File: src/rtl/ram_scan_pkg.sv
// Shared types and sizing helpers for the scanned dual-port RAM block.
package ram_scan_pkg;

    typedef enum logic {
        S_IDLE,
        S_CLEAR
    } state_t;

    function automatic int depth_of(input int addr_width);
        return 1 << addr_width;
    endfunction

endpackage

File: src/rtl/ram_dp.sv
// Simple dual-port RAM: one synchronous write port, one registered read port.
// Read-during-write to the same address returns the old word; callers add bypass.
module ram_dp
    import ram_scan_pkg::*;
#(
    parameter int DATA_WIDTH = 4,
    parameter int ADDR_WIDTH = 5
) (
    input  logic                  clk,
    input  logic                  we_i,
    input  logic [ADDR_WIDTH-1:0] waddr_i,
    input  logic [DATA_WIDTH-1:0] wdata_i,
    input  logic [ADDR_WIDTH-1:0] raddr_i,
    output logic [DATA_WIDTH-1:0] rdata_o
);

    localparam int DEPTH = depth_of(ADDR_WIDTH);

    logic [DATA_WIDTH-1:0] mem_q [DEPTH];

    always_ff @(posedge clk) begin
        if (we_i) begin
            mem_q[waddr_i] <= wdata_i;
        end
        rdata_o <= mem_q[raddr_i];
    end

endmodule

File: src/rtl/ram_scan_ctrl.sv
// RAM wrapper with manual or auto-scanned read address, write-first read bypass
// and a clear engine that zeroes the array one word per cycle.
module ram_scan_ctrl
    import ram_scan_pkg::*;
#(
    parameter int DATA_WIDTH = 4,
    parameter int ADDR_WIDTH = 5,
    parameter int SCAN_DIV   = 50_000_000
) (
    input  logic                  clk,
    input  logic                  reset_n,
    input  logic                  wr_en,
    input  logic [ADDR_WIDTH-1:0] wr_addr,
    input  logic [DATA_WIDTH-1:0] wr_data,
    input  logic                  clear_req,
    input  logic                  scan_en,
    input  logic [ADDR_WIDTH-1:0] man_addr,
    output logic [ADDR_WIDTH-1:0] rd_addr,
    output logic [DATA_WIDTH-1:0] rd_data,
    output logic                  busy,
    output logic                  wr_dropped
);

    localparam int DEPTH = depth_of(ADDR_WIDTH);
    localparam int DIV_W = (SCAN_DIV > 1) ? $clog2(SCAN_DIV) : 1;
    localparam logic [DIV_W-1:0]      DIV_LAST = DIV_W'(SCAN_DIV - 1);
    localparam logic [ADDR_WIDTH-1:0] ADDR_LAST = ADDR_WIDTH'(DEPTH - 1);

    state_t                  state_q, state_d;
    logic [ADDR_WIDTH-1:0]   clr_addr_q, clr_addr_d;
    logic [ADDR_WIDTH-1:0]   scan_addr_q, scan_addr_d;
    logic [DIV_W-1:0]        div_cnt_q, div_cnt_d;
    logic                    busy_q;
    logic                    wr_dropped_q;
    logic [ADDR_WIDTH-1:0]   rd_addr_q;
    logic                    rd_valid_q;
    logic                    byp_hit_q;
    logic [DATA_WIDTH-1:0]   byp_data_q;

    logic [ADDR_WIDTH-1:0]   sel_addr;
    logic                    mem_we;
    logic [ADDR_WIDTH-1:0]   mem_waddr;
    logic [DATA_WIDTH-1:0]   mem_wdata;
    logic [DATA_WIDTH-1:0]   ram_rdata;

    assign sel_addr = scan_en ? scan_addr_q : man_addr;

    // The clear engine owns the write port while active; user writes are dropped.
    // Writes are gated by reset so an abandoned clear stops at the reset edge.
    always_comb begin
        mem_we    = 1'b0;
        mem_waddr = wr_addr;
        mem_wdata = wr_data;
        if (reset_n) begin
            if (state_q == S_CLEAR) begin
                mem_we    = 1'b1;
                mem_waddr = clr_addr_q;
                mem_wdata = '0;
            end else if (wr_en) begin
                mem_we = 1'b1;
            end
        end
    end

    always_comb begin
        state_d    = state_q;
        clr_addr_d = clr_addr_q;
        case (state_q)
            S_IDLE: begin
                if (clear_req) begin
                    state_d    = S_CLEAR;
                    clr_addr_d = '0;
                end
            end
            S_CLEAR: begin
                clr_addr_d = clr_addr_q + ADDR_WIDTH'(1);
                if (clr_addr_q == ADDR_LAST) begin
                    state_d = S_IDLE;
                end
            end
            default: state_d = S_IDLE;
        endcase
    end

    always_comb begin
        div_cnt_d   = div_cnt_q;
        scan_addr_d = scan_addr_q;
        if (scan_en) begin
            if (div_cnt_q == DIV_LAST) begin
                div_cnt_d   = '0;
                scan_addr_d = scan_addr_q + ADDR_WIDTH'(1);
            end else begin
                div_cnt_d = div_cnt_q + DIV_W'(1);
            end
        end else begin
            div_cnt_d = '0;
        end
    end

    always_ff @(posedge clk) begin
        if (!reset_n) begin
            state_q      <= S_IDLE;
            clr_addr_q   <= '0;
            scan_addr_q  <= '0;
            div_cnt_q    <= '0;
            busy_q       <= 1'b0;
            wr_dropped_q <= 1'b0;
            rd_addr_q    <= '0;
            rd_valid_q   <= 1'b0;
            byp_hit_q    <= 1'b0;
            byp_data_q   <= '0;
        end else begin
            state_q      <= state_d;
            clr_addr_q   <= clr_addr_d;
            scan_addr_q  <= scan_addr_d;
            div_cnt_q    <= div_cnt_d;
            busy_q       <= (state_d == S_CLEAR);
            wr_dropped_q <= (state_q == S_CLEAR) && wr_en;
            rd_addr_q    <= sel_addr;
            rd_valid_q   <= 1'b1;
            byp_hit_q    <= mem_we && (mem_waddr == sel_addr);
            byp_data_q   <= mem_wdata;
        end
    end

    ram_dp #(
        .DATA_WIDTH (DATA_WIDTH),
        .ADDR_WIDTH (ADDR_WIDTH)
    ) u_ram (
        .clk     (clk),
        .we_i    (mem_we),
        .waddr_i (mem_waddr),
        .wdata_i (mem_wdata),
        .raddr_i (sel_addr),
        .rdata_o (ram_rdata)
    );

    assign rd_addr    = rd_addr_q;
    assign rd_data    = !rd_valid_q ? '0 : (byp_hit_q ? byp_data_q : ram_rdata);
    assign busy       = busy_q;
    assign wr_dropped = wr_dropped_q;

endmodule

File: config.mk
export PLATFORM = sky130hd
export DESIGN_NAME = ram_scan_ctrl
export DESIGN_NICKNAME = d
export VERILOG_FILES = /design/src/rtl/ram_scan_pkg.sv /design/src/rtl/ram_dp.sv /design/src/rtl/ram_scan_ctrl.sv
export SDC_FILE = /design/constraint.sdc
export NUM_CORES = 1
export LEC_CHECK = 0
export CORE_MARGIN = 2
export CORE_UTILIZATION = 35
export DETAILED_ROUTE_END_ITERATION = 8
export DONT_BUFFER_PORTS = 1
export PLACE_DENSITY_LB_ADDON = 0.25
export SLEW_MARGIN = 25
export SYNTH_ARGS = -nofsm -noshare
export SYNTH_HDL_FRONTEND = slang
export SYNTH_HIERARCHICAL = 1
export SYNTH_SLANG_ARGS = --single-unit
File: constraint.sdc
create_clock -name clk -period 3.4 [get_ports clk]
set_input_delay 0.68 -clock clk [delete_from_list [all_inputs] [get_ports clk]]
set_output_delay 0.68 -clock clk [all_outputs]
set_load 0.02 [all_outputs]
==> flow_metrics.py, run 1 <==
metrics = {
    "status": {
        "status": "finished, final reports clean",
    },
    "sta": {
        "slew_violations": 0,
        "worst_slew_pin_slew_ns": 0.874,
        "skew_ns": 0.0117,
        "rsz0062_at_grt": "no",
        "slew_headroom": 0.417,
        "min_period_over_period": 0.731,
        "tns_ns": 0,
        "hold_viol": 0,
        "setup_viol": 0,
        "finalCriticalPeriod_ns": 2.49,
        "max_freq_mhz": 402,
    },
    "die": {
        "die_w_um": 151,
        "dieArea_um2": 22700,
        "rows": 53,
        "initial_core_util": 0.357,
        "core_um2": 21100,
        "ios": 30,
        "die_h_um": 151,
    },
    "critical_path": {
        "cp_num_buf_inv": 0,
        "critPathSlowestCell": "mux2_2",
        "required_ns": 3.71,
        "crit_cells": 4,
        "cp_data_arrival_time_ns": 2.80,
        "critical-path-top-delay-family": "multiplexers",
        "r2r-start": "scan_addr_q[2]$_SDFFE_PN0P_",
        "r2r_cells": 4,
        "cp_max_fo": 35,
        "critPathKind": "reg -> reg",
        "cp-start-kind": "flop",
        "max_stage_delay_ns": 0.76,
        "cp-end-kind": "flop",
        "cp-startpoint": "scan_addr_q[2]$_SDFFE_PN0P_",
        "crit_chain": "mux2_2, mux4_2, mux4_2, mux2_2",
    },
    "finish": {
        "nNetsFinal": 534,
        "fin_cells": 799,
        "final_common_cell": "edfxtp_1",
        "layout_common_cells": "128 x edfxtp_1, 56 x nor2_1, 53 x dfxtp_1, 40 x mux4_2, 24 x a21oi_1",
        "diodes": 0,
        "stdcell_area_um2": 8360,
        "syn2layout_area_growth_pct": 11.0,
        "drive_gt1_frac": 0.183,
    },
    "cts": {
        "htreeDepth": 4,
        "cts_tree": "done",
        "path_clk_slew_ns": 0.07,
        "cts_buffers": 17,
        "cts-root-buf": "clkbuf_16",
        "cts.repair.resized": 0,
        "post_cts.repair.setup_buffers": 0,
        "clk_path_buf_depth": 2,
        "cts_sinks": 181,
        "postCtsHoldBufs": 0,
        "clock_latency_ns": 0.43,
    },
    "drt": {
        "via_per_inst": 5.45,
        "initialDrtViolationCount": 432,
        "drt_pre_antenna_iters": 5,
        "wl_per_cell_um": 20.4,
        "vias": 4352,
        "postRouteWirelength_um": 16300,
        "postRouteAntennaNets": 0,
        "drc": 0,
    },
    "global_route": {
        "track_usage": 0.150,
        "grt_pass1_wl_um": 24900,
        "antenna_found_initial": 0,
        "grt_pass1_vias": 4241,
        "grt_max_degree": 36,
        "grt-ovfl-total": 0,
    },
    "yosys": {
        "synthMuxAreaShare": 0.145,
        "yosysWarnings": 6,
        "synth_xor_area_frac": 0.0151,
        "syn_area_per_cell_um2": 14.8,
        "synth-compound-area-share": 0.0372,
        "async_flop_share": 0,
        "ys_seq_elements": 181,
        "synth_ff_type": "edfxtp_1",
        "netlist_instances": 510,
        "syn-num-nets": 533,
        "synth-adder-area-share": 0.00664,
        "yosys.area_share.simple": 0.124,
        "ys_seq_area_frac": 0.651,
        "synth_area_um2": 7530,
        "synth-edff-count": 128,
        "yosysUniqueCellTypes": 42,
        "synth_top_family_by_area": "multiplexers",
    },
    "power_and_ir_drop": {
        "peakVddDrop_v": 0.000306,
        "power_density_nw_per_um2": 537,
        "p_leak_uw": 0.00259,
    },
    "placement": {
        "dp_cells": 767,
        "place_hpwl_um": 10900,
        "place_area_um2": 7810,
        "gp_congestion": 0.837,
        "io_buffers": 0,
    },
    "hold_path": {
        "hp-start": "reset_n",
        "whs_path_depth": 0,
        "hp-class": "in -> reg",
    },
    "run": {
        "maxCapViolations": 0,
    },
}
[path summary, 6_finish.rpt]
check	end	slack, ns
worst min register to register	div_cnt_q[0]$_SDFF_PP0_	0.49
worst max register to register	u_ram/rdata_o[2]$_DFF_P_	0.91
worst max-delay path	u_ram/rdata_o[2]$_DFF_P_	0.91
worst min-delay path	rd_valid_q$_DFF_P_	0.28
[metal layers]
metal  track usage  up-vias  wire length [um]
met5             0        -                 0
met4        0.0636        0               335
met3        0.0358       24              1020
met2         0.237      152              7870
met1         0.199     2206              7050
li1              -     1970                 -
[cell usage after synthesis (4+ instances only)]
cell | number | share of area
nand4_1 | 7 | 0.0058
mux4_2 | 40 | 0.12
buf_2 | 4 | 0.0027
nand3b_1 | 7 | 0.0070
or4_1 | 9 | 0.0090
a21oi_1 | 24 | 0.016
and2_1 | 12 | 0.010
mux2_2 | 9 | 0.013
o31ai_1 | 7 | 0.0070
xnor2_1 | 7 | 0.0081
inv_1 | 8 | 0.0040
nand2_1 | 16 | 0.0080
buf_1 | 5 | 0.0025
nor2_1 | 56 | 0.028
mux2i_1 | 9 | 0.012
edfxtp_1 | 128 | 0.51
nand3_1 | 23 | 0.015
or3_1 | 9 | 0.0075
o21ai_0 | 12 | 0.0080
and3_1 | 8 | 0.0066
ha_1 | 4 | 0.0066
nor2b_1 | 5 | 0.0042
clkbuf_1 | 11 | 0.0055
dfxtp_1 | 53 | 0.14
xor2_1 | 6 | 0.0070
[stage by stage]
step | setup slack, ns | total power, uW | util | hold slack [ns]
6_report | 0.914 | 4490 | 0.396 | 0.276
4_1_cts | 0.915 | 4540 | 0.396 | 0.248
3_3_place_gp | 0.652 | 2690 | 0.370 | 0.456
2_1_floorplan | 0.612 | 2630 | - | 0.442
5_1_grt | 0.845 | 4640 | 0.396 | 0.252
3_5_place_dp | 0.583 | 2700 | 0.370 | 0.472
[power by group]
| part | internal, uW | total (uW) | switching (uW) |
|---|---|---|---|
| clock network | 963 | 1840 | 879 |
| registers | 2390 | 2410 | 18.0 |
| logic | 95.7 | 239 | 144 |
| total | 3450 | 4490 | 1040 |
[area by class of cell]
cell class	count	area [um2]
Fill cell	1913	12700
Sequential cell	181	4900
Multi-Input combinational cell	297	2470
Clock buffer	19	433
Tap cell	275	344
Clock inverter	13	119
Timing Repair Buffer	6	57.6
Inverter	8	30.0
[logic make-up (layout without fill, tap and decap cells)]
family	count (synthesis)	after routing
multiplexers	58	58
AND/OR/NAND/NOR	174	174
AO/OA/AOI/OAI	48	48
buffers and inverters	32	46
adder cells (fa/ha/maj)	4	4
XOR/XNOR	13	13
flip-flops	181	181
[registers in the layout, indices dropped and copies added, names as in the netlist]
| register | count |
|---|---|
| busy | 1 |
| byp_data_q | 4 |
| byp_hit_q | 1 |
| clr_addr_q | 5 |
| div_cnt_q | 26 |
| rd_addr | 5 |
| rd_valid_q | 1 |
| scan_addr_q | 5 |
| u_ram/mem_q | 128 |
| u_ram/rdata_o | 4 |
| wr_dropped | 1 |
(Power assumes the default switching activity.)
==> inputs of run 2 (changes only) <==
==> constraint.sdc (replaced) <==
create_clock -name clk -period 2.55 [get_ports clk]
set_input_delay 0.51 -clock clk [delete_from_list [all_inputs] [get_ports clk]]
set_output_delay 0.51 -clock clk [all_outputs]
set_load 0.02 [all_outputs]
==> run 2 against run 1 <==
Against the previous run:
- clock skew shrank 0.00083 ns
- sequential share of layout area shrank 1.2 points
- cell count grew 1.6%
- critical path type unchanged
- critical path depth grew 1
- die area is the same
- highest routed layer unchanged
- sequential power grew 33%
- routed wire length shrank 0.56%
- critical endpoint is now u_ram/rdata_o[1]$_DFF_P_
==> flow_metrics.py, run 2 (synthesis results as in run 1) <==
metrics = {
    "critical_path": {
        "cp-end-kind": "flop",
        "required_ns": 2.87,
        "cp_max_fo": 15,
        "cp-start-kind": "flop",
        "cp_data_arrival_time_ns": 2.64,
        "critPathKind": "reg -> reg",
    },
    "cts": {
        "clock_latency_ns": 0.43,
        "post_cts.repair.setup_buffers": 0,
        "cts_sinks": 181,
        "cts-root-buf": "clkbuf_16",
        "clk_path_buf_depth": 2,
        "htreeDepth": 4,
        "postCtsHoldBufs": 0,
        "path_clk_slew_ns": 0.07,
        "cts_tree": "done",
        "cts.repair.resized": 0,
        "cts_buffers": 17,
    },
    "finish": {
        "multiInputGateArea_um2": 2480,
        "final_common_cell": "edfxtp_1",
        "largest_reg_flops": 128,
        "syn2layout_area_growth_pct": 13.3,
        "layout_common_cells": "128 x edfxtp_1, 56 x nor2_1, 53 x dfxtp_1, 40 x mux4_2, 24 x a21oi_1",
        "regArea_um2": 4900,
        "largestRegisters": "u_ram/mem_q: 128 flops, div_cnt_q: 26 flops",
        "diodes": 0,
        "nNetsFinal": 547,
        "largest_register": "u_ram/mem_q",
        "fillers": 1915,
        "utilization": 0.405,
        "drive_gt1_frac": 0.207,
    },
    "global_route": {
        "grt-ovfl-total": 0,
        "grt_pass1_wl_um": 25000,
        "grt_pass1_vias": 4300,
        "track_usage": 0.150,
        "antenna_found_initial": 0,
        "grt_max_degree": 36,
    },
    "die": {
        "die_h_um": 151,
        "rows": 53,
        "core_um2": 21100,
        "ios": 30,
        "initial_core_util": 0.357,
        "die_w_um": 151,
        "dieArea_um2": 22700,
    },
    "drt": {
        "via_per_inst": 5.33,
        "initialDrtViolationCount": 326,
        "wl_per_cell_um": 19.9,
        "drc": 0,
        "vias": 4325,
        "postRouteAntennaNets": 0,
        "postRouteWirelength_um": 16200,
        "drt_pre_antenna_iters": 4,
    },
    "sta": {
        "slew_headroom": 0.688,
        "tns_ns": 0,
        "hold_viol": 0,
        "min_period_over_period": 0.911,
        "rsz0062_at_grt": "no",
        "worst_slew_pin_slew_ns": 0.468,
        "max_freq_mhz": 431,
        "finalCriticalPeriod_ns": 2.32,
        "slew_violations": 0,
        "skew_ns": 0.0109,
        "setup_viol": 0,
    },
    "placement": {
        "io_buffers": 0,
        "gp_congestion": 0.749,
        "place_hpwl_um": 10900,
    },
    "power_and_ir_drop": {
        "peakVddDrop_v": 0.000485,
        "power_density_nw_per_um2": 728,
        "p_leak_uw": 0.00268,
        "design_power_total_uw": 6210,
    },
    "hold_path": {
        "hp-class": "in -> reg",
    },
    "run": {
        "maxCapViolations": 0,
    },
    "status": {
        "status": "finished, final reports clean",
    },
}
==> run 2: layout make-up <==
| type | instances | share of cell area |
|---|---|---|
| clock inverter | 15 | 0.0217 |
| clock buffer | 17 | 0.0499 |
| timing repair buffer | 19 | 0.0196 |
| tap | 275 | 0.0403 |
| multi-input combinational | 297 | 0.290 |
| sequential | 181 | 0.575 |
| inverter | 8 | 0.00352 |
==> run 2: worst paths after layout <==
path | cells past startpoint | slack, ns | start | end
setup / recovery | 5 | 0.23 | scan_addr_q[0]$_SDFFE_PN0P_ | u_ram/rdata_o[1]$_DFF_P_
hold / removal | 0 | 0.11 | reset_n | rd_valid_q$_DFF_P_
setup reg to reg | 5 | 0.23 | scan_addr_q[0]$_SDFFE_PN0P_ | u_ram/rdata_o[1]$_DFF_P_
hold reg to reg | 2 | 0.47 | scan_addr_q[4]$_SDFFE_PN0P_ | scan_addr_q[4]$_SDFFE_PN0P_
==> run 2: where the power goes <==
part	internal [uW]	switching [uW]
clock	1410	1240
combinational	140	198
sequential	3190	24.3
total	4740	1470
==> run 2: per-layer routing <==
metal,track usage,vias to the layer above,routed length (um),share of wire
met3,0.0352,11,822,0.051
met2,0.247,124,7970,0.49
met4,0.0439,0,145,0.0090
li1,-,2000,-,-
met5,0,-,0,0
met1,0.198,2190,7250,0.45
==> run 2: through the flow <==
stage | cells | worst slack, ns | area (um2) | hold WS [ns]
floorplan | 510 | 0.0270 | 7550 | 0.442
global placement | 780 | 0.100 | 7920 | 0.454
detailed placement | 780 | 0.0708 | 7920 | 0.469
CTS | 812 | 0.193 | 8530 | 0.0809
global route | 812 | 0.106 | 8530 | 0.0781
finish | 812 | 0.228 | 8530 | 0.106
==> run 2: worst max-delay path, stage by stage, from the launching register on <==
cell and delay (ns):
dfxtp_1 0.39, mux2_4 0.22, buf_4 0.30, mux4_2 0.55, mux4_2 0.47, mux2_2 0.27
==> inputs of run 3 (changes only) <==
--- a/config.mk
+++ b/config.mk
@@ -5,11 +5,12 @@
 export SDC_FILE = /design/constraint.sdc
 export NUM_CORES = 1
 export LEC_CHECK = 0
+export CAP_MARGIN = 10
 export CORE_MARGIN = 2
 export CORE_UTILIZATION = 35
 export DETAILED_ROUTE_END_ITERATION = 8
 export DONT_BUFFER_PORTS = 1
-export PLACE_DENSITY_LB_ADDON = 0.25
+export REMOVE_ABC_BUFFERS = 1
 export SLEW_MARGIN = 25
 export SYNTH_ARGS = -nofsm -noshare
 export SYNTH_HDL_FRONTEND = slang
==> run 3 against run 2 <==
Against the previous run:
- sequential share of layout area down 0.12 points
- critical path depth shrank 1
- sequential cell count did not move
==> flow_metrics.py, run 3 (synthesis results as in run 1) <==
metrics = {
    "cts": {
        "cts_tree": "done",
        "cts-root-buf": "clkbuf_16",
        "cts_sinks": 181,
        "path_clk_slew_ns": 0.07,
        "postCtsHoldBufs": 0,
        "clock_latency_ns": 0.43,
        "clk_path_buf_depth": 2,
        "cts_buffers": 17,
        "htreeDepth": 4,
        "cts.repair.resized": 0,
        "post_cts.repair.setup_buffers": 0,
    },
    "power_and_ir_drop": {
        "p_seq_frac": 0.520,
        "power_frac_comb": 0.055,
        "clkPwrFrac": 0.425,
        "design_power_total_uw": 6180,
        "peakVddDrop_v": 0.000503,
        "netSwitchingPower_uw": 1370,
        "power_density_nw_per_um2": 722,
        "p_leak_uw": 0.00268,
        "internal_power_uw": 4810,
        "swShare": 0.222,
    },
    "die": {
        "ios": 30,
        "die_h_um": 151,
        "rows": 53,
        "initial_core_util": 0.357,
        "core_um2": 21100,
        "die_w_um": 151,
        "dieArea_um2": 22700,
    },
    "sta": {
        "slew_headroom": 0.658,
        "max_freq_mhz": 433,
        "slew_violations": 0,
        "skew_ns": 0.0113,
        "worst_hold_slack_ns": 0.106,
        "finalCriticalPeriod_ns": 2.31,
        "hold_viol": 0,
        "worst_slew_pin_slew_ns": 0.499,
        "min_period_over_period": 0.906,
        "rsz0062_at_grt": "no",
        "setup_viol": 0,
    },
    "finish": {
        "syn2layout_area_growth_pct": 13.5,
        "fillers": 1890,
        "layout_common_cells": "128 x edfxtp_1, 56 x nor2_1, 53 x dfxtp_1, 40 x mux4_2, 24 x a21oi_1",
        "largestRegisters": "u_ram/mem_q: 128 flops, div_cnt_q: 26 flops",
        "diodes": 0,
        "largest_reg_flops": 128,
        "drive_gt1_frac": 0.207,
        "nNetsFinal": 550,
        "final_common_cell": "edfxtp_1",
        "largest_register": "u_ram/mem_q",
    },
    "critical_path": {
        "cp_data_arrival_time_ns": 2.39,
        "critPathKind": "reg -> reg",
        "cp_max_fo": 8,
        "cp-start-kind": "flop",
        "required_ns": 2.63,
        "cp-end-kind": "flop",
    },
    "global_route": {
        "met1_usage": 0.197,
        "met3_usage": 0.0367,
        "grt_pass1_vias": 4458,
        "grt-ovfl-total": 0,
        "grt_max_degree": 36,
        "track_usage": 0.150,
        "grt_pass1_wl_um": 25400,
        "grt.busiest_layer": "met2",
        "antenna_found_initial": 0,
        "met2_usage": 0.245,
    },
    "placement": {
        "gp_congestion": 0.801,
        "io_buffers": 0,
        "place_hpwl_um": 11100,
    },
    "drt": {
        "postRouteAntennaNets": 0,
        "wl_per_cell_um": 19.7,
        "initialDrtViolationCount": 423,
        "postRouteWirelength_um": 16100,
        "drt_pre_antenna_iters": 6,
        "drc": 0,
        "vias": 4400,
        "via_per_inst": 5.40,
    },
    "status": {
        "status": "finished, final reports clean",
    },
    "hold_path": {
        "hp-class": "in -> reg",
    },
    "run": {
        "maxCapViolations": 0,
    },
}
[run 3: cell count changes in the layout (fill, tap and decap cells not counted), sizes merged]
cell	before	now
clkbuf	17	18
bufinv	1	2
clkinv	6	5
buf	19	22
clkinvlp	0	2
inv	16	13
[run 3: worst max-delay path: stages, from the launching register on]
cell and delay (ns):
dfxtp_1 0.46, nand2_1 0.14, mux2_2 0.34, or3b_2 0.64
nor2_1 0.38
[run 3: path summary, 6_finish.rpt]
| check | start | end | slack [ns] | cells after the start |
|---|---|---|---|---|
| max | busy$_SDFF_PN0_ | u_ram/mem_q[0][0]$_DFFE_PP_ | 0.24 | 4 |
| min | reset_n | rd_valid_q$_DFF_P_ | 0.11 | 0 |
| max reg2reg | busy$_SDFF_PN0_ | u_ram/mem_q[0][0]$_DFFE_PP_ | 0.24 | 4 |
| min reg2reg | scan_addr_q[4]$_SDFFE_PN0P_ | scan_addr_q[4]$_SDFFE_PN0P_ | 0.47 | 2 |
[run 3: cell type report]
type	count	area (um2)	share of cell area
Timing Repair Buffer	22	203	0.0237
Clock inverter	14	168	0.0196
Clock buffer	18	429	0.0502
Multi-Input combinational cell	297	2470	0.289
Inverter	8	30.0	0.00351
Tap cell	275	344	0.0402
Sequential cell	181	4900	0.574
[run 3: metal layers]
| metal | vias up | part of all wire |
|---|---|---|
| met5 | - | 0 |
| met4 | 0 | 0.016 |
| li1 | 2004 | - |
| met1 | 2236 | 0.44 |
| met3 | 22 | 0.060 |
| met2 | 138 | 0.48 |
[run 3: per-stage QoR]
step           TNS, ns  cell area (um2)  instances  setup WS, ns   util
2_1_floorplan   -0.972             7410        486        -0.243      -
3_3_place_gp         0             7950        783         0.138  0.377
3_5_place_dp         0             7950        783        0.0936  0.377
4_1_cts              0             8550        815         0.213  0.405
5_1_grt              0             8550        815        0.0658  0.405
6_report             0             8550        815         0.239  0.405
[run 3: power by group through the flow]
| stage | sequential [uW] | combinational [uW] | clock, uW |
|---|---|---|---|
| 2_1_floorplan | 3270 | 220 | 0 |
| 3_3_place_gp | 3280 | 336 | 0 |
| 3_5_place_dp | 3280 | 347 | 0 |
| 4_1_cts | 3210 | 347 | 2670 |
| 5_1_grt | 3210 | 370 | 2810 |
| 6_report | 3210 | 340 | 2620 |
